File: config.mk
export PLATFORM = sky130hd
export DESIGN_NAME = mmio_timer_port
export DESIGN_NICKNAME = d
export VERILOG_FILES = /design/src/rtl/mmio_pkg.sv /design/src/rtl/mmio_prescaled_timer.sv /design/src/rtl/mmio_timer_port.sv
export SDC_FILE = /design/constraint.sdc
export NUM_CORES = 1
export LEC_CHECK = 0
export CAP_MARGIN = 20
export CORE_ASPECT_RATIO = 1.1
export CORE_MARGIN = 2
export CORE_UTILIZATION = 45
export CTS_CLUSTER_SIZE = 14
export DETAILED_ROUTE_END_ITERATION = 8
export DONT_BUFFER_PORTS = 1
export PLACE_DENSITY = 0.57
export SLEW_MARGIN = 20
export SYNTH_ARGS = -nofsm -noshare
export SYNTH_HDL_FRONTEND = slang
export SYNTH_SLANG_ARGS = --single-unit
File: constraint.sdc
create_clock -name clk -period 4.3 [get_ports clk]
set_input_delay 0.86 -clock clk [delete_from_list [all_inputs] [get_ports clk]]
set_output_delay 0.86 -clock clk [all_outputs]
set_load 0.03 [all_outputs]
File: src/rtl/mmio_pkg.sv
// Shared bus widths and register map for the MMIO timer/LED port.
// Latency: n/a (constants and helpers only).
// Backpressure: n/a.
package mmio_pkg;

  localparam int DATA_W = 16;
  localparam int ADDR_W = 16;

  // Register offsets inside the 8-word window
  localparam logic [2:0] REG_LED      = 3'd0;
  localparam logic [2:0] REG_CTRL     = 3'd1;
  localparam logic [2:0] REG_PRESCALE = 3'd2;
  localparam logic [2:0] REG_RELOAD   = 3'd3;
  localparam logic [2:0] REG_COUNT    = 3'd4;
  localparam logic [2:0] REG_STATUS   = 3'd5;

  // CTRL and STATUS bit positions
  localparam int CTRL_EN    = 0;
  localparam int CTRL_AR    = 1;
  localparam int CTRL_IE    = 2;
  localparam int STATUS_EXP = 0;

  // Field order puts en at bit 0 so the struct maps directly onto CTRL[2:0]
  typedef struct packed {
    logic ie;
    logic ar;
    logic en;
  } ctrl_t;

  // CTRL as seen on the bus: unused upper bits read as zero
  function automatic logic [DATA_W-1:0] ctrl_word(ctrl_t c);
    return {{(DATA_W-3){1'b0}}, c};
  endfunction

endpackage

File: src/rtl/mmio_prescaled_timer.sv
// Prescaled 16-bit down-counter with expiry detection and optional auto-reload.
// Latency: count/pc update on the edge after a tick; expire is combinational on the tick cycle.
// Backpressure: none; a load request always overrides the tick update.
module mmio_prescaled_timer
  import mmio_pkg::*;
(
  input  logic              clk,
  input  logic              rst,
  input  logic              en,
  input  logic              ar,
  input  logic [DATA_W-1:0] prescale,
  input  logic [DATA_W-1:0] reload,
  input  logic              load,
  input  logic [DATA_W-1:0] load_val,
  output logic [DATA_W-1:0] count,
  output logic              expire
);

  localparam logic [DATA_W-1:0] ONE = 1;

  logic [DATA_W-1:0] pc;
  logic              tick;

  // A tick fires when the prescaler counter reaches PRESCALE; a tick at zero is an expiry
  assign tick   = en && (pc == prescale);
  assign expire = tick && (count == '0);

  // Prescaler and counter; a RELOAD write beats any tick in the same cycle
  always_ff @(posedge clk or posedge rst) begin
    if (rst) begin
      pc    <= '0;
      count <= '0;
    end else if (load) begin
      count <= load_val;
      pc    <= '0;
    end else if (!en) begin
      pc <= '0;
    end else if (tick) begin
      pc <= '0;
      if (count != '0) begin
        count <= count - ONE;
      end else if (ar) begin
        count <= reload;
      end
    end else begin
      pc <= pc + ONE;
    end
  end

endmodule

File: src/rtl/mmio_timer_port.sv
// Bus responder for an 8-word window: LED register plus a prescaled down-counter timer with IRQ.
// Latency: writes visible next cycle; reads return registered data with d_oe one cycle after the strobe.
// Backpressure: none; every in-window strobe is accepted, a read colliding with a write is dropped.
module mmio_timer_port
  import mmio_pkg::*;
#(
  parameter logic [ADDR_W-1:0] BASE_ADDR = 16'hFF00,
  parameter logic [7:0]        RESET_LED = 8'h00
) (
  input  logic              clk,
  input  logic              rst,
  input  logic              memory_read,
  input  logic              memory_write,
  input  logic [ADDR_W-1:0] d_addr,
  input  logic [DATA_W-1:0] d_wdata,
  output logic [DATA_W-1:0] d_rdata,
  output logic              d_oe,
  output logic              hit,
  output logic [7:0]        led,
  output logic              irq
);

  // The window decode compares only the upper address bits, so the base must be 8-word aligned
  if (BASE_ADDR[2:0] != 3'd0) begin : g_base_check
    $error("mmio_timer_port: BASE_ADDR must be aligned to 8 words");
  end

  logic [2:0]        offset;
  logic              wr;
  logic              rd;
  ctrl_t             ctrl;
  logic [DATA_W-1:0] prescale;
  logic [DATA_W-1:0] reload;
  logic              exp_flag;
  logic [DATA_W-1:0] count;
  logic              expire;
  logic              load;
  logic [DATA_W-1:0] rdata_mux;

  assign hit    = (d_addr[ADDR_W-1:3] == BASE_ADDR[ADDR_W-1:3]);
  assign offset = d_addr[2:0];
  assign wr     = memory_write && hit;
  // A write in the same cycle takes priority and suppresses the read response
  assign rd     = memory_read && !memory_write && hit;
  assign load   = wr && (offset == REG_RELOAD);

  mmio_prescaled_timer u_timer (
    .clk      (clk),
    .rst      (rst),
    .en       (ctrl.en),
    .ar       (ctrl.ar),
    .prescale (prescale),
    .reload   (reload),
    .load     (load),
    .load_val (d_wdata),
    .count    (count),
    .expire   (expire)
  );

  // Read-side view of the register map using pre-update register values
  always_comb begin
    rdata_mux = '0;
    case (offset)
      REG_LED:      rdata_mux = {{(DATA_W-8){1'b0}}, led};
      REG_CTRL:     rdata_mux = ctrl_word(ctrl);
      REG_PRESCALE: rdata_mux = prescale;
      REG_RELOAD:   rdata_mux = reload;
      REG_COUNT:    rdata_mux = count;
      REG_STATUS:   rdata_mux = {{(DATA_W-1){1'b0}}, exp_flag};
      default:      rdata_mux = '0;
    endcase
  end

  // Plain RW data registers: LED, PRESCALE, RELOAD
  always_ff @(posedge clk or posedge rst) begin
    if (rst) begin
      led      <= RESET_LED;
      prescale <= '0;
      reload   <= '0;
    end else if (wr) begin
      if (offset == REG_LED)      led      <= d_wdata[7:0];
      if (offset == REG_PRESCALE) prescale <= d_wdata;
      if (offset == REG_RELOAD)   reload   <= d_wdata;
    end
  end

  // CTRL: a bus write wins over the one-shot expiry clearing EN
  always_ff @(posedge clk or posedge rst) begin
    if (rst) begin
      ctrl <= '0;
    end else if (wr && (offset == REG_CTRL)) begin
      ctrl.en <= d_wdata[CTRL_EN];
      ctrl.ar <= d_wdata[CTRL_AR];
      ctrl.ie <= d_wdata[CTRL_IE];
    end else if (expire && !ctrl.ar) begin
      ctrl.en <= 1'b0;
    end
  end

  // EXP flag: set by expiry, cleared by writing 1; set wins when both happen together
  always_ff @(posedge clk or posedge rst) begin
    if (rst) begin
      exp_flag <= 1'b0;
    end else if (expire) begin
      exp_flag <= 1'b1;
    end else if (wr && (offset == REG_STATUS) && d_wdata[STATUS_EXP]) begin
      exp_flag <= 1'b0;
    end
  end

  // Registered interrupt level and one-cycle read response
  always_ff @(posedge clk or posedge rst) begin
    if (rst) begin
      irq     <= 1'b0;
      d_oe    <= 1'b0;
      d_rdata <= '0;
    end else begin
      irq     <= exp_flag && ctrl.ie;
      d_oe    <= rd;
      d_rdata <= rd ? rdata_mux : '0;
    end
  end

endmodule
==> metrics.md <==
| Metric | Value |
|---|---|
| Outcome | `completed` |
| Layout Cells excl Fill | `659` |
| Slowest CP cell | `nand3_1` |
| Max-slew violations | `0` |
| EDFF count, synth | `0` |
| P_leak | `2.35 nW` |
| Setup Viol. Count Final | `0` |
| Routed vias | `3747` |
| Clock root buffer | `clkbuf_16` |
| Gr ovfl total | `0` |
| Syn-to-layout area delta | `8.78%` |
| Flop-to-flop setup slack | `1440 ps` |
| Crit path top cell by count | `nand3_1` |
| Max incr delay on CP | `690 ps` |
| Post-Syn Instances | `520` |
| Post-synthesis cell area | `4950 um^2` |
| Syn avg cell area | `9.51 um^2` |
| Adder-Cell Fraction of Synth Area | `0.759%` |
| Internal power | `0.00145 W` |
| Fin crit share | `71.6%` |
| Clock Latency Late Sink | `340 ps` |
| 1st-iter DRT viols | `168` |
| Synth top area cells | `dfrtp_1 (48%), mux2_2 (5.9%), nor2_1 (5.3%)` |
| Crit path DAT | `3280 ps` |
| Post-synthesis sequential area ratio | `47.5%` |
| TNS Setup | `0 ps` |
| Placement row count | `40` |
| PwrDens | `339 nW/um^2` |
| Synth warn | `0` |
| Final instance area | `5380 um^2` |
| Synth unique cells | `45` |
| Die ar. | `11800 um^2` |
| WL/cell | `19.5 um` |
| Initial antenna violation count | `0` |
| Compound-gate portion of the synthesized area | `10.1%` |
| Die Ht | `114 um` |
| Worst Hold Class | `reg2reg` |
| Post-synthesis mux area share | `10.8%` |
| CTS Buffer Depth | `2` |
| Placed Cells | `643` |
| Core Box Area | `10800 um^2` |
| Drt pass-1 iters | `4` |
| H-tree levels | `3` |
| Worst vdd ir | `0.198 mV` |
| XOR/XNOR share of the synthesized area | `6.90%` |
| Clk slew on worst S/H paths | `60 ps` |
| DRC errors left | `0` |
| # Post-CTS Setup Buffers | `0` |
| Diode count | `0` |
| Slew headroom | `37.0%` |
| Synth area leader | `dfrtp_1` |
| CTS tree | `built` |
| Wire length of the first global-routing pass | `20900 um` |
| CP Launch Type | `primary input` |
| Post-route ant nets | `0` |
| Crit end category | `register` |
| Clock Power Share | `49.1%` |
| Fin Clk Skew | `10.0 ps` |
| Sw Ratio | `20.4%` |
| RSZ-0062 raised after global routing | `no` |
| Max-cap violations | `0` |
| Fin crit period | `3080 ps` |
| Required @ worst endpoint | `4500 ps` |
| Port Buffer Count | `0` |
| Seq cells post-synth | `94` |
| Post-CTS Resized | `0` |
| Final Wtd Congestion | `0.838` |
| Sequential share of power | `48.4%` |
| Setup slack at placement | `882 ps` |
| Die X | `104 um` |
| Max Clock Freq | `325 MHz` |
| Ports | `63` |
| Nets | `546` |
| Synth Flop Type | `dfrtp_1` |
| Switch Pwr | `0.000372 W` |
| Logic pwr share | `2.5%` |
| CP Max Fanout | `16` |
| Worst Path Class, Setup | `in2reg` |
| Initial Util | `45.8%` |
| WL final | `12800 um` |
| Final HPWL DP | `8930 um` |
| Post-Syn Nets | `559` |
| Post-synth ARST share | `100%` |
| Most frequent cell after synthesis | `dfrtp_1` |
| Largest net degree at the start of global routing | `74` |
| Setup ws final | `1220 ps` |
| Most frequent cells after synthesis | `dfrtp_1 (94), nor2_1 (70), nand2_1 (63)` |
| Inserted Clock Buffers | `9` |
| Largest family of logic cells by synthesized area | `simple AND/OR/NAND/NOR gates` |
| Slew @ Worst Pin | `945 ps` |
| Simple-Gate Fraction of Synth Area | `20.6%` |
| Number of global-route vias before repair | `3735` |
| Top cell type's share of synthesized area | `47.5%` |
| Via density | `5.69` |
| Fraction of layout cells with a size suffix above 1 | `9.96%` |
| Post-place instance area | `5050 um^2` |
| TritonCTS Sinks | `94` |
| CP Cell Sequence | `or4b_1 -> nor4_1 -> nand3_1 -> nand3_1 -> nor2_1` |
| Final-report hold violation count | `0` |
| Total GRT Usage | `22.9%` |
| Post-CTS Hold Buffers | `0` |
## path summary, 6_finish.rpt
check,endpoint,start,cells past startpoint
hold reg to reg,reload[9]$_DFFE_PP0P_,reload[9]$_DFFE_PP0P_,2
setup reg to reg,u_timer.count[9]$_DFFE_PP0P_,u_timer.count[11]$_DFFE_PP0P_,7
max in group asynchronous,prescale[11]$_DFFE_PP0P_,rst,2
setup / recovery,u_timer.pc[14]$_DFF_PP0_,d_addr[4],5
min in group asynchronous,led[2]$_DFFE_PP0P_,rst,1
hold / removal,reload[9]$_DFFE_PP0P_,reload[9]$_DFFE_PP0P_,2
## stage by stage
step           power, W  hold WS [ps]  util [%]
3_5_place_dp   0.000948           491      46.7
4_1_cts         0.00184           507      49.8
2_1_floorplan  0.000942           462         -
5_1_grt         0.00189           531      49.8
3_3_place_gp   0.000948           482      46.7
6_report        0.00183           507      49.8
## power by group through the flow
stage / clock [W] / sequential (W) / combinational (W)
2_1_floorplan: 0 / 0.000902 / 0.0000407
3_3_place_gp: 0 / 0.000902 / 0.0000464
3_5_place_dp: 0 / 0.000902 / 0.0000467
4_1_cts: 0.000907 / 0.000885 / 0.0000470
5_1_grt: 0.000952 / 0.000884 / 0.0000518
6_report: 0.000896 / 0.000885 / 0.0000456
## layout make-up
type,count,area [um^2]
Multi-Input combinational cell,386,2430
Clock buffer,13,270
Tap cell,147,184
Clock inverter,3,65.1
Fill cell,1033,5430
Timing Repair Buffer,4,30.0
Sequential cell,94,2350
Inverter,12,47.5
## critical path: cells and delay by family
family           cells  cell delay, ps
AND/OR/NAND/NOR      5            2420
## cell usage in the layout, fill, tap and decap left out, drive strengths merged, types with 2 or more instances in the layout
| master | instances |
|---|---|
| a21o | 3 |
| a21oi | 30 |
| a22oi | 14 |
| a31oi | 3 |
| and2 | 5 |
| and3 | 5 |
| and4 | 3 |
| buf | 4 |
| bufinv | 2 |
| clkbuf | 13 |
| dfrtp | 94 |
| ha | 3 |
| inv | 12 |
| mux2 | 29 |
| mux2i | 21 |
| nand2 | 64 |
| nand2b | 4 |
| nand3 | 22 |
| nand3b | 3 |
| nand4 | 13 |
| nor2 | 70 |
| nor2b | 7 |
| nor3 | 4 |
| nor3b | 2 |
| nor4 | 10 |
| o21ai | 13 |
| o22a | 7 |
| o22ai | 2 |
| or2 | 2 |
| xnor2 | 23 |
| xor2 | 16 |
## routing by layer
metal	wire [um]	global-route usage, %	vias to the layer above
li1	-	-	1777
met1	5760	31.5	1863
met2	6170	36.4	100
met3	768	4.69	7
met4	130	7.84	0
met5	0	0	-
## flip-flops by register name (all words and copies together), names as in the netlist
register / flops
ctrl: 3
d_rdata: 16
d_oe: 1
reload: 16
u_timer.pc: 16
exp_flag: 1
prescale: 16
irq: 1
led: 8
u_timer.count: 16
## cell families after synthesis
logic type,Yosys count
AND/OR/NAND/NOR,215
flip-flops,94
AO/OA/AOI/OAI,79
multiplexers,50
buffers and inverters,40
XOR/XNOR,39
adder cells (fa/ha/maj),3
(Power assumes the default switching activity.)
